<file path="src/rtl/dreimann_seq_divider.sv">
// Sequential unsigned restoring divider: one quotient bit per enabled clock,
// start/done handshake, result registers that change only on entry to DONE.
module dreimann_seq_divider #(
  parameter int WIDTH = 8
) (
  input  logic             clk,
  input  logic             rst_n,
  input  logic             ena,
  input  logic             start,
  input  logic [WIDTH-1:0] dividend,
  input  logic [WIDTH-1:0] divisor,
  output logic             busy,
  output logic             done,
  output logic [WIDTH-1:0] quotient,
  output logic [WIDTH-1:0] remainder,
  output logic             div_by_zero
);

  localparam int CNT_W = $clog2(WIDTH);

  localparam logic [1:0] IDLE = 2'd0;
  localparam logic [1:0] CALC = 2'd1;
  localparam logic [1:0] DONE = 2'd2;

  logic [1:0]       state;
  logic [CNT_W-1:0] cnt;
  logic [WIDTH-1:0] rem_w;
  logic [WIDTH-1:0] quo_w;
  logic [WIDTH-1:0] dsr;

  logic [WIDTH:0]   shifted;
  logic [WIDTH:0]   trial;
  logic             q_bit;
  logic [WIDTH-1:0] rem_next;
  logic [WIDTH-1:0] quo_next;

  // quo_w starts as the dividend and is shifted out MSB-first while quotient
  // bits enter at the LSB, so after WIDTH steps it holds the quotient.
  always_comb begin
    shifted  = {rem_w, quo_w[WIDTH-1]};
    trial    = shifted - {1'b0, dsr};
    q_bit    = ~trial[WIDTH];
    rem_next = q_bit ? trial[WIDTH-1:0] : shifted[WIDTH-1:0];
    quo_next = {quo_w[WIDTH-2:0], q_bit};
  end

  assign busy = (state == CALC);
  assign done = (state == DONE);

  always_ff @(posedge clk or negedge rst_n) begin
    if (!rst_n) begin
      state       <= IDLE;
      cnt         <= '0;
      rem_w       <= '0;
      quo_w       <= '0;
      dsr         <= '0;
      quotient    <= '0;
      remainder   <= '0;
      div_by_zero <= 1'b0;
    end else if (ena) begin
      case (state)
        IDLE, DONE: begin
          if (start) begin
            quo_w <= dividend;
            dsr   <= divisor;
            rem_w <= '0;
            if (divisor != '0) begin
              state <= CALC;
              cnt   <= CNT_W'(WIDTH - 1);
            end else begin
              state       <= DONE;
              quotient    <= '1;
              remainder   <= dividend;
              div_by_zero <= 1'b1;
            end
          end else begin
            state <= IDLE;
          end
        end
        CALC: begin
          rem_w <= rem_next;
          quo_w <= quo_next;
          if (cnt == '0) begin
            state       <= DONE;
            quotient    <= quo_next;
            remainder   <= rem_next;
            div_by_zero <= 1'b0;
          end else begin
            cnt <= cnt - 1'b1;
          end
        end
        default: state <= IDLE;
      endcase
    end
  end

endmodule

</file>
<file path="config.mk">
export PLATFORM = sky130hd
export DESIGN_NAME = dreimann_seq_divider
export DESIGN_NICKNAME = d
export VERILOG_FILES = /design/src/rtl/dreimann_seq_divider.sv
export SDC_FILE = /design/constraint.sdc
export NUM_CORES = 1
export LEC_CHECK = 0
export ABC_AREA = 1
export BUFFER_PORTS_ARGS = -buffer_cell sky130_fd_sc_hd__buf_2
export CAP_MARGIN = 0
export CORE_MARGIN = 4
export CORE_UTILIZATION = 25
export DETAILED_ROUTE_END_ITERATION = 8
export GPL_ROUTABILITY_DRIVEN = 0
export PLACE_DENSITY_LB_ADDON = 0.3
export SYNTH_ARGS = -nofsm -noshare
export SYNTH_HDL_FRONTEND = slang
export SYNTH_SLANG_ARGS = --single-unit
</file>
<file path="constraint.sdc">
create_clock -name clk -period 2.7 [get_ports clk]
set_input_delay 0 -clock clk [delete_from_list [all_inputs] [get_ports clk]]
set_output_delay 0 -clock clk [all_outputs]
set_load 0.05 [all_outputs]
</file>
# Yosys cells after proc, flatten, opt, wreduce, memory -nomap -nowiden
# Cells that the tools add are included.
[word_totals]
reg_bits = 46
latch_bits = 0
mem_bits_rw = 0
romBits = 0
inputBits = 20
output_inout_bits = 19
wordCells = 53
memories = 0
[op_classes]
n_addsub = 2
mul = 0
div_mod_pow = 0
magnitude_cmp = 0
eq_ne = 7
n_shift = 0
mux = 25
n_bitwise = 1
reduce_logical = 10
[op_table]
columns = ["op", "count"]
rows = [
  ["8-bit 2-to-1 mux", 9],
  ["8-bit case mux with 2 select lines", 4],
  ["5-bit AND reduction", 2],
  ["3-bit 2-to-1 mux", 3],
  ["9-bit by 8-bit subtractor with 9-bit output", 1],
  ["2-bit != test (second input constant)", 4],
  ["8-bit nonzero test", 1],
  ["2-bit 2-to-1 mux", 3],
  ["3-bit case mux with 2 select lines", 1],
  ["3-bit AND reduction", 2],
  ["2-bit case mux with 2 select lines", 1],
  ["3-bit logical NOT", 1],
  ["1-bit 2-to-1 mux", 3],
  ["3-bit by 1-bit subtractor with 3-bit output (second input constant)", 1],
  ["2-bit by 1-bit == test with 1-bit output (second input constant)", 1],
  ["2-bit == test (second input constant)", 1],
  ["2-bit logical NOT", 1],
  ["2-bit by 1-bit != test with 1-bit output (second input constant)", 1],
  ["1-bit case mux with 2 select lines", 1],
  ["2-bit AND reduction", 1],
  ["2-bit nonzero test", 1],
  ["2-bit OR reduction", 1],
  ["1-bit inverter", 1],
]

# Depth between registers and ports, before layout
# Gate-level depths: netlist (run 1).
[depth]
depth_word = 4
depth_mapped = 14
mapped_depth_nobuf = 14

# Worst setup path before layout (run 1)
# Ideal clock, no wire load.
[synth_timing]
path_kind = "reg2reg"
start = "register quo_w[7]"
end = "register remainder[7]"
setup_time_ns = 0.113
t_arrival_ns = 1.801
slack_ns = 0.786
stages_incl_launch_ff = 15
path_buffers = 0
cell_sequence = "dfrtp_1 -> inv_1 -> ha_1 -> inv_1 -> fa_1 -> nand2_1 -> nand2_1 -> nand3_1 -> nand2_1 -> nand2_1 -> nand2_1 -> nand3_1 -> nand3_1 -> nand2_1 -> inv_1"
[synth_via]
elab_chain_cells = 4
[synth_rtl]
columns = ["element", "line_no", "rtl"]
rows = [
  ["start, declared", "28", "logic [WIDTH-1:0] quo_w;"],
  ["start signal, assigned", "64", "quo_w <= dividend;"],
  ["start signal, assigned", "82", "quo_w <= quo_next;"],
  ["9-bit by 8-bit subtractor with 9-bit output", "41", "trial = shifted - {1'b0, dsr};"],
  ["8-bit 2-to-1 mux", "43", "rem_next = q_bit ? trial[WIDTH-1:0] : shifted[WIDTH-1:0];"],
  ["8-bit 2-to-1 mux", "83", "if (cnt == '0) begin"],
  ["8-bit case mux with 2 select lines", "61", "case (state)"],
  ["end signal, assigned", "73", "remainder <= dividend;"],
  ["end signal, assigned", "86", "remainder <= rem_next;"],
  ["end, declared", "15", "output logic [WIDTH-1:0] remainder,"],
]
# Every way passes these cells. The select of a mux whose other input is x is not followed.
# A chain may end at the register's enable or synchronous reset.

# Worst setup path after layout (run 1)
[layout_timing]
start = "register quo_w[7]"
end = "register remainder[4]"
# The elaborated chain is that of the path after synthesis.

==> impl_metrics.toml, run 1 <==
[worst_hold_path]
hold_class = "input pin to flop"

[yosys]
ys_types = 28
ys_dominant_reg_cell = "dfrtp_1"
synth_seq_cells = 46
synth_cells = 356
netlist.area_leader.share = 0.4368
synth_area_per_cell_sq_um = 7.402
synth_warnings = 0
ys_seq_area_frac = 0.4368
synth_area_leaders = "dfrtp_1, nand2_1, inv_1"
synthesis.nets = 387
syn_area_sq_mm = 0.002635
async_flop_share = 1.000
synth-edff-count = 0
yosysTopAreaCell = "dfrtp_1"

[clock_tree]
cts_buffers = 5
worstSkewPairLatency_ps = 310
clk_pin_slew_ps = 90
root_buffer = "clkbuf_8"
cts_setup_buffers = 0
cts_tree = "yes"
cts_num_sinks = 46
cts_max_path_buffers = 2
htree_num_levels = 2
postCtsHoldBufs = 11
ctsResizeCount = 0

[timing]
holdWs_ps = -2.994
fmaxAchievable_ghz = 0.4552
rsz0062_at_grt = "false"
setup_viol = 0
finalCriticalPeriod_ps = 2197
slew_headroom = 0.2911
worst_pin_slew_ps = 1063
finalSetupTns_ps = 0
fin_skew_ps = 12.42
hold_violations = 1
slew_viol_final = 0
period_share = 0.8137

[worst_setup_path]
cp_common_cell = "nand2_1"
start_kind = "flop"
critPathMaxStageDelay_ps = 390
critPathKind = "flop to flop"
arrival_ps = 2410
crit_fanout = 10
end_kind = "flop"
cp_cell_sequence = "inv_1 -> ha_1 -> inv_1 -> fa_1 -> nand2_1 -> nand2_1 -> nand3_1 -> nand2_1 -> nand2_1 -> nand2_1 -> nand3_1 -> nand3_1 -> nand2_1 -> inv_1"
cp_data_required_time_ps = 2910
slowest_stage = "fa_1"
path_delay_family = "simple AND/OR/NAND/NOR gates"
critical_path.n_buffers_inverters = 3

[floorplan]
start_util = 0.2564
rows = 37
fp.dieW_microns = 110.7
die_h_microns = 110.7
die-area_sq_mm = 0.01225
io_pins = 39
core_area_sq_mm = 0.01028

[grt]
gr-usage-met1 = 0.1362
grt_util_met2 = 0.2027
grt_pass1_vias = 2421
use_met3 = 0.01801
gr-max-usage-layer = "met2"
grt_start_max_net_pins = 47
antenna_found_initial = 0
grt_use_total = 0.1109
overflow = 0
grt_pass1_wl_mm = 11.43

[placed_design]
portBuffers = 38
dp_hpwl_mm = 4.884

[pwr]
p_per_area_mw_per_mm2 = 1294
p_leak_nw = 1.785
max-vdd-ir-drop_uv = 557.9

[drt]
via_per_inst = 4.267
drtAntennaViolNets = 0
vias = 2317
wl_per_cell_microns = 11.96
drt_first_pass_iters = 4
drcViolationCount = 0
drtIter0Drc = 120
drt_wl_total_mm = 6.494

[run]
max_cap_viol_count = 0

[finish]
final_util = 0.3109
nFillCells = 1152
drive_above_1_share = 0.1523
syn_to_final_growth_pct = 21.27
fin_nets = 437
insertedDiodeCount = 0

[status]
violations = "hold timing"
outcome = "finished with violations"
[worst paths after layout]
path / from / slack (ps) / depth (start not counted) / end
worst min register to register: dsr[2] / 490 / 2 / dsr[2]
worst max-delay path: quo_w[7] / 500 / 14 / remainder[4]
worst min-delay path: divisor[7] / -3 / 3 / dsr[7]
min in group asynchronous: rst_n / 430 / 2 / dsr[6]
max in group asynchronous: rst_n / 1600 / 2 / quotient[1]
worst max register to register: quo_w[7] / 500 / 14 / remainder[4]
[cell families after synthesis]
kind of cell	after synthesis	synth area share
and+or+nand+nor	179	0.2915
buffers and inverters	75	0.1097
DFF	46	0.4368
AOI/OAI and AO/OA	42	0.09687
adders and majority gates	11	0.05508
xor gates and xnor gates	3	0.009973
[flip-flops by register name, indices dropped and copies added, names as in the netlist]
| register | flops |
|---|---|
| quotient | 8 |
| dsr | 8 |
| remainder | 8 |
| cnt | 3 |
| state | 2 |
| rem_w | 8 |
| div_by_zero | 1 |
| quo_w | 8 |
[layout by cell type, fill, tap and decap left out, types with 6 or more instances in the layout]
cell,synthesis,layout
a21oi_1,6,6
a2bb2oi_1,6,6
buf_2,1,38
dfrtp_1,46,46
dlygate4sd3_1,0,11
ha_1,10,10
inv_1,63,63
nand2_1,108,108
nand3_1,34,34
nor2_1,24,24
o21ai_0,23,23
or2_2,7,7
[worst register-to-register path, cell delays in order, from the launching register on]
cell and delay, ps:
dfrtp_1 380, inv_1 90, ha_1 150, inv_1 60, fa_1 390, nand2_1 80
nand2_1 80, nand3_1 130, nand2_1 90, nand2_1 80, nand2_1 190, nand3_1 190
nand3_1 100, nand2_1 70, inv_1 30
[where the power goes]
part / total, mW / switching (mW) / internal, mW
logic: 2.41 / 1.68 / 0.730
registers: 1.21 / 0.199 / 1.01
clock network: 0.515 / 0.239 / 0.276
[metrics by stage]
step | power, mW | cell area, sq um | std cells | setup WS (ps) | hold slack, ps
3_3_place_gp | 3.612 | 2975 | 524 | 613.0 | 242.3
4_1_cts | 4.179 | 3196 | 543 | 507.3 | 0.4248
2_1_floorplan | 3.055 | 2635 | 356 | 785.9 | -295.6
5_1_grt | 4.547 | 3196 | 543 | 189.8 | 14.98
6_report | 4.135 | 3196 | 543 | 503.1 | -2.994
3_5_place_dp | 3.636 | 2975 | 524 | 502.2 | 274.1
[final cells by class]
class | instances | area [sq um] | share of cell area
multi-input combinational | 235 | 1195 | 0.3739
sequential | 46 | 1151 | 0.3602
timing repair buffer | 51 | 315.3 | 0.09867
inverter | 67 | 254.0 | 0.07948
tap | 136 | 170.2 | 0.05325
clock buffer | 6 | 72.57 | 0.02271
clock inverter | 2 | 37.54 | 0.01175
[metal layers]
layer,vias up,part of all wire
met2,40,0.50
met4,0,0.0095
met5,-,0
met1,1066,0.46
met3,8,0.028
li1,1203,-
[Yosys cell counts (2+ instances only)]
cell type,number
nor2_1,24
a2bb2oi_1,6
or2_2,7
o21ai_0,23
clkbuf_1,4
dfrtp_1,46
a21oi_1,6
inv_2,3
xor2_1,2
nand3_1,34
buf_1,2
nand3_2,2
nand2_1,108
ha_1,10
a31oi_1,3
inv_1,63
nand4_1,2
Note: power is estimated with default switching activity, not from simulation.
==> run 2: changes to the inputs <==
- ABC_AREA: 1 -> 0
- clock period: 2.7 -> 2.3 ns (I/O delays scaled with it)
==> impl_metrics.toml, run 2 <==
[status]
violations = "setup timing"
outcome = "finished with violations"

[run]
max_cap_viol_count = 0

[pwr]
total_power_mw = 6.219
p_leak_nw = 1.551
p_per_area_mw_per_mm2 = 1694
max-vdd-ir-drop_uv = 548.9

[drt]
via_per_inst = 4.975
drtIter0Drc = 143
wl_per_cell_microns = 15.61
vias = 2602
drcViolationCount = 0
drt_first_pass_iters = 4
drtAntennaViolNets = 0
drt_wl_total_mm = 8.165

[grt]
grt_use_total = 0.1271
antenna_found_initial = 0
grt_start_max_net_pins = 47
grt_pass1_vias = 2581
overflow = 0
grt_pass1_wl_mm = 13.34

[worst_setup_path]
r2r_end = "rem_w[1]"
cp-endpoint = "rem_w[1]"
crit_fanout = 6
critPathMaxStageDelay_ps = 390
cp_data_required_time_ps = 2480
critPathKind = "flop to flop"
slowest_stage = "dfrtp_1"
arrival_ps = 2500
r2r_cells = 9
r2r-start = "quo_w[7]"
crit_start = "quo_w[7]"
r2r_slack_ps = -20
end_kind = "flop"
start_kind = "flop"
cp_cell_sequence = "inv_1 -> ha_2 -> inv_2 -> fa_2 -> a211oi_4 -> nor3_2 -> mux2_4 -> and4_1 -> a221o_1"

[timing]
worst_pin_slew_ps = 635.5
slew_viol_final = 0
setup_viol = 3
fmaxAchievable_ghz = 0.4317
period_share = 1.007
hold_violations = 0
finalSetupTns_ps = -24.25
fin_ws_ps = -16.16
rsz0062_at_grt = "true"
finalCriticalPeriod_ps = 2316
fin_skew_ps = 9.516
slew_headroom = 0.5764

[yosys]
ys_types = 57
ys_dominant_reg_cell = "dfrtp_1"
synth_area_leaders = "dfrtp_1, nor2_1, o211ai_1"
yosysTopAreaCell = "dfrtp_1"
yosys-top-cells-count = "dfrtp_1, nor2_1, nand2_1"
syn_area_sq_mm = 0.002883
synth.most_common_cell = "dfrtp_1"
synth_area_per_cell_sq_um = 9.181
synth_seq_cells = 46
netlist.area_leader.share = 0.3993
async_flop_share = 1.000
synthesis.nets = 345
synth_cells = 314
synth_warnings = 0
ys_seq_area_frac = 0.3993
synth-edff-count = 0

[clock_tree]
cts_tree = "yes"
cts_num_sinks = 46
worstSkewPairLatency_ps = 300
cts_max_path_buffers = 2
clk_pin_slew_ps = 70
root_buffer = "clkbuf_16"
cts_buffers = 5
htree_num_levels = 2

[finish]
drive_above_1_share = 0.2689
final_cell_mix = "dfrtp_1, buf_2, nor2_1, nand2_1, buf_4"
final_common_cell = "dfrtp_1"
final_util = 0.3314
syn_to_final_growth_pct = 27.34
insertedDiodeCount = 0
fin_nets = 413
design_area_sq_mm = 0.003671
nFillCells = 1172

[floorplan]
io_pins = 39
fp.dieW_microns = 115.4
rows = 38
die-area_sq_mm = 0.01331
die_h_microns = 115.4
start_util = 0.2602
core_area_sq_mm = 0.01108

[placed_design]
place_area_sq_mm = 0.003296
pre_cts_ws_ps = 0.2274
portBuffers = 38
dp_hpwl_mm = 5.977

[worst_hold_path]
hold_class = "input pin to flop"
==> run 2: cell count changes after synthesis, moves of 5 or more <==
cell and delta:
or2_2 -7, o21ai_0 -11, a21oi_1 +7, buf_2 +5, o211ai_1 +18, nand3_1 -28
and2_1 +5, a31oi_1 +8, nand2_1 -74, inv_1 -47, mux2_2 +9, nor2_1 +13
==> run 2: report_power, final <==
part           total, mW  switching (mW)  internal [mW]
logic               4.02            2.46           1.56
clock network      0.762           0.352          0.409
registers           1.44           0.277           1.16
total               6.22            3.09           3.13
==> run 2: area by class of cell <==
type                            instances  area [sq um]  share of cell area
Clock buffer                            5         125.1             0.03408
Clock inverter                          3         25.02            0.006817
Inverter                               17         63.81             0.01738
Multi-Input combinational cell        235          1607              0.4376
Sequential cell                        46          1151              0.3136
Tap cell                              140         175.2             0.04772
Timing Repair Buffer                   77         524.3              0.1428
==> run 2: repair_timing <==
item | CTS | global route
hold buffers | 15 | 0
resized for setup | 1 | 10
hold endpoints to repair | 60 | 0
setup buffers | 1 | 4
pin swaps | 3 | 8
setup endpoints to repair | 2 | 18
==> run 2: metal layers <==
metal / part of all wire / wire length, microns / vias to the layer above / global-route usage
met5: 0 / 0 / - / 0
met4: 0.013 / 108 / 0 / 0.02817
met3: 0.049 / 401 / 9 / 0.02368
met2: 0.43 / 3504 / 67 / 0.1917
met1: 0.51 / 4151 / 1235 / 0.1887
li1: - / - / 1291 / -
==> run 2: kinds of logic after synthesis <==
kind of cell / count (synthesis) / share of synthesized area
compound gates: 97 / 0.2405
xor+xnor: 3 / 0.009116
fa+ha+maj: 11 / 0.05035
buf+inv: 33 / 0.05599
flops: 46 / 0.3993
mux: 12 / 0.04731
simple gates: 112 / 0.1975
==> run 2: worst min-delay path by stage <==
| stage | from | endpoint | cells past startpoint |
|---|---|---|---|
| finish | dividend[7] | quo_w[7] | 3 |
| global route | start | state[0] | 3 |
| CTS | start | state[0] | 3 |
| detailed placement | rst_n | remainder[6] | 2 |
| global placement | rst_n | remainder[6] | 2 |
| floorplan | rst_n | cnt[0] | 0 |
==> run 2: worst max-delay path, delay by kind of cell (launching register included) <==
kind                       cells  cell delay, ps
and+or+nand+nor                2             280
adders and majority gates      2             540
buffers and inverters          2             100
AOI/OAI and AO/OA              2             550
muxes                          1             350
DFF                            1             390
==> run 2: metrics by stage <==
| step | hold WS [ps] | cells |
|---|---|---|
| 2_1_floorplan | -295.6 | 314 |
| 3_3_place_gp | 158.0 | 495 |
| 3_5_place_dp | 152.1 | 495 |
| 4_1_cts | 18.27 | 519 |
| 5_1_grt | 17.19 | 523 |
| 6_report | 32.38 | 523 |
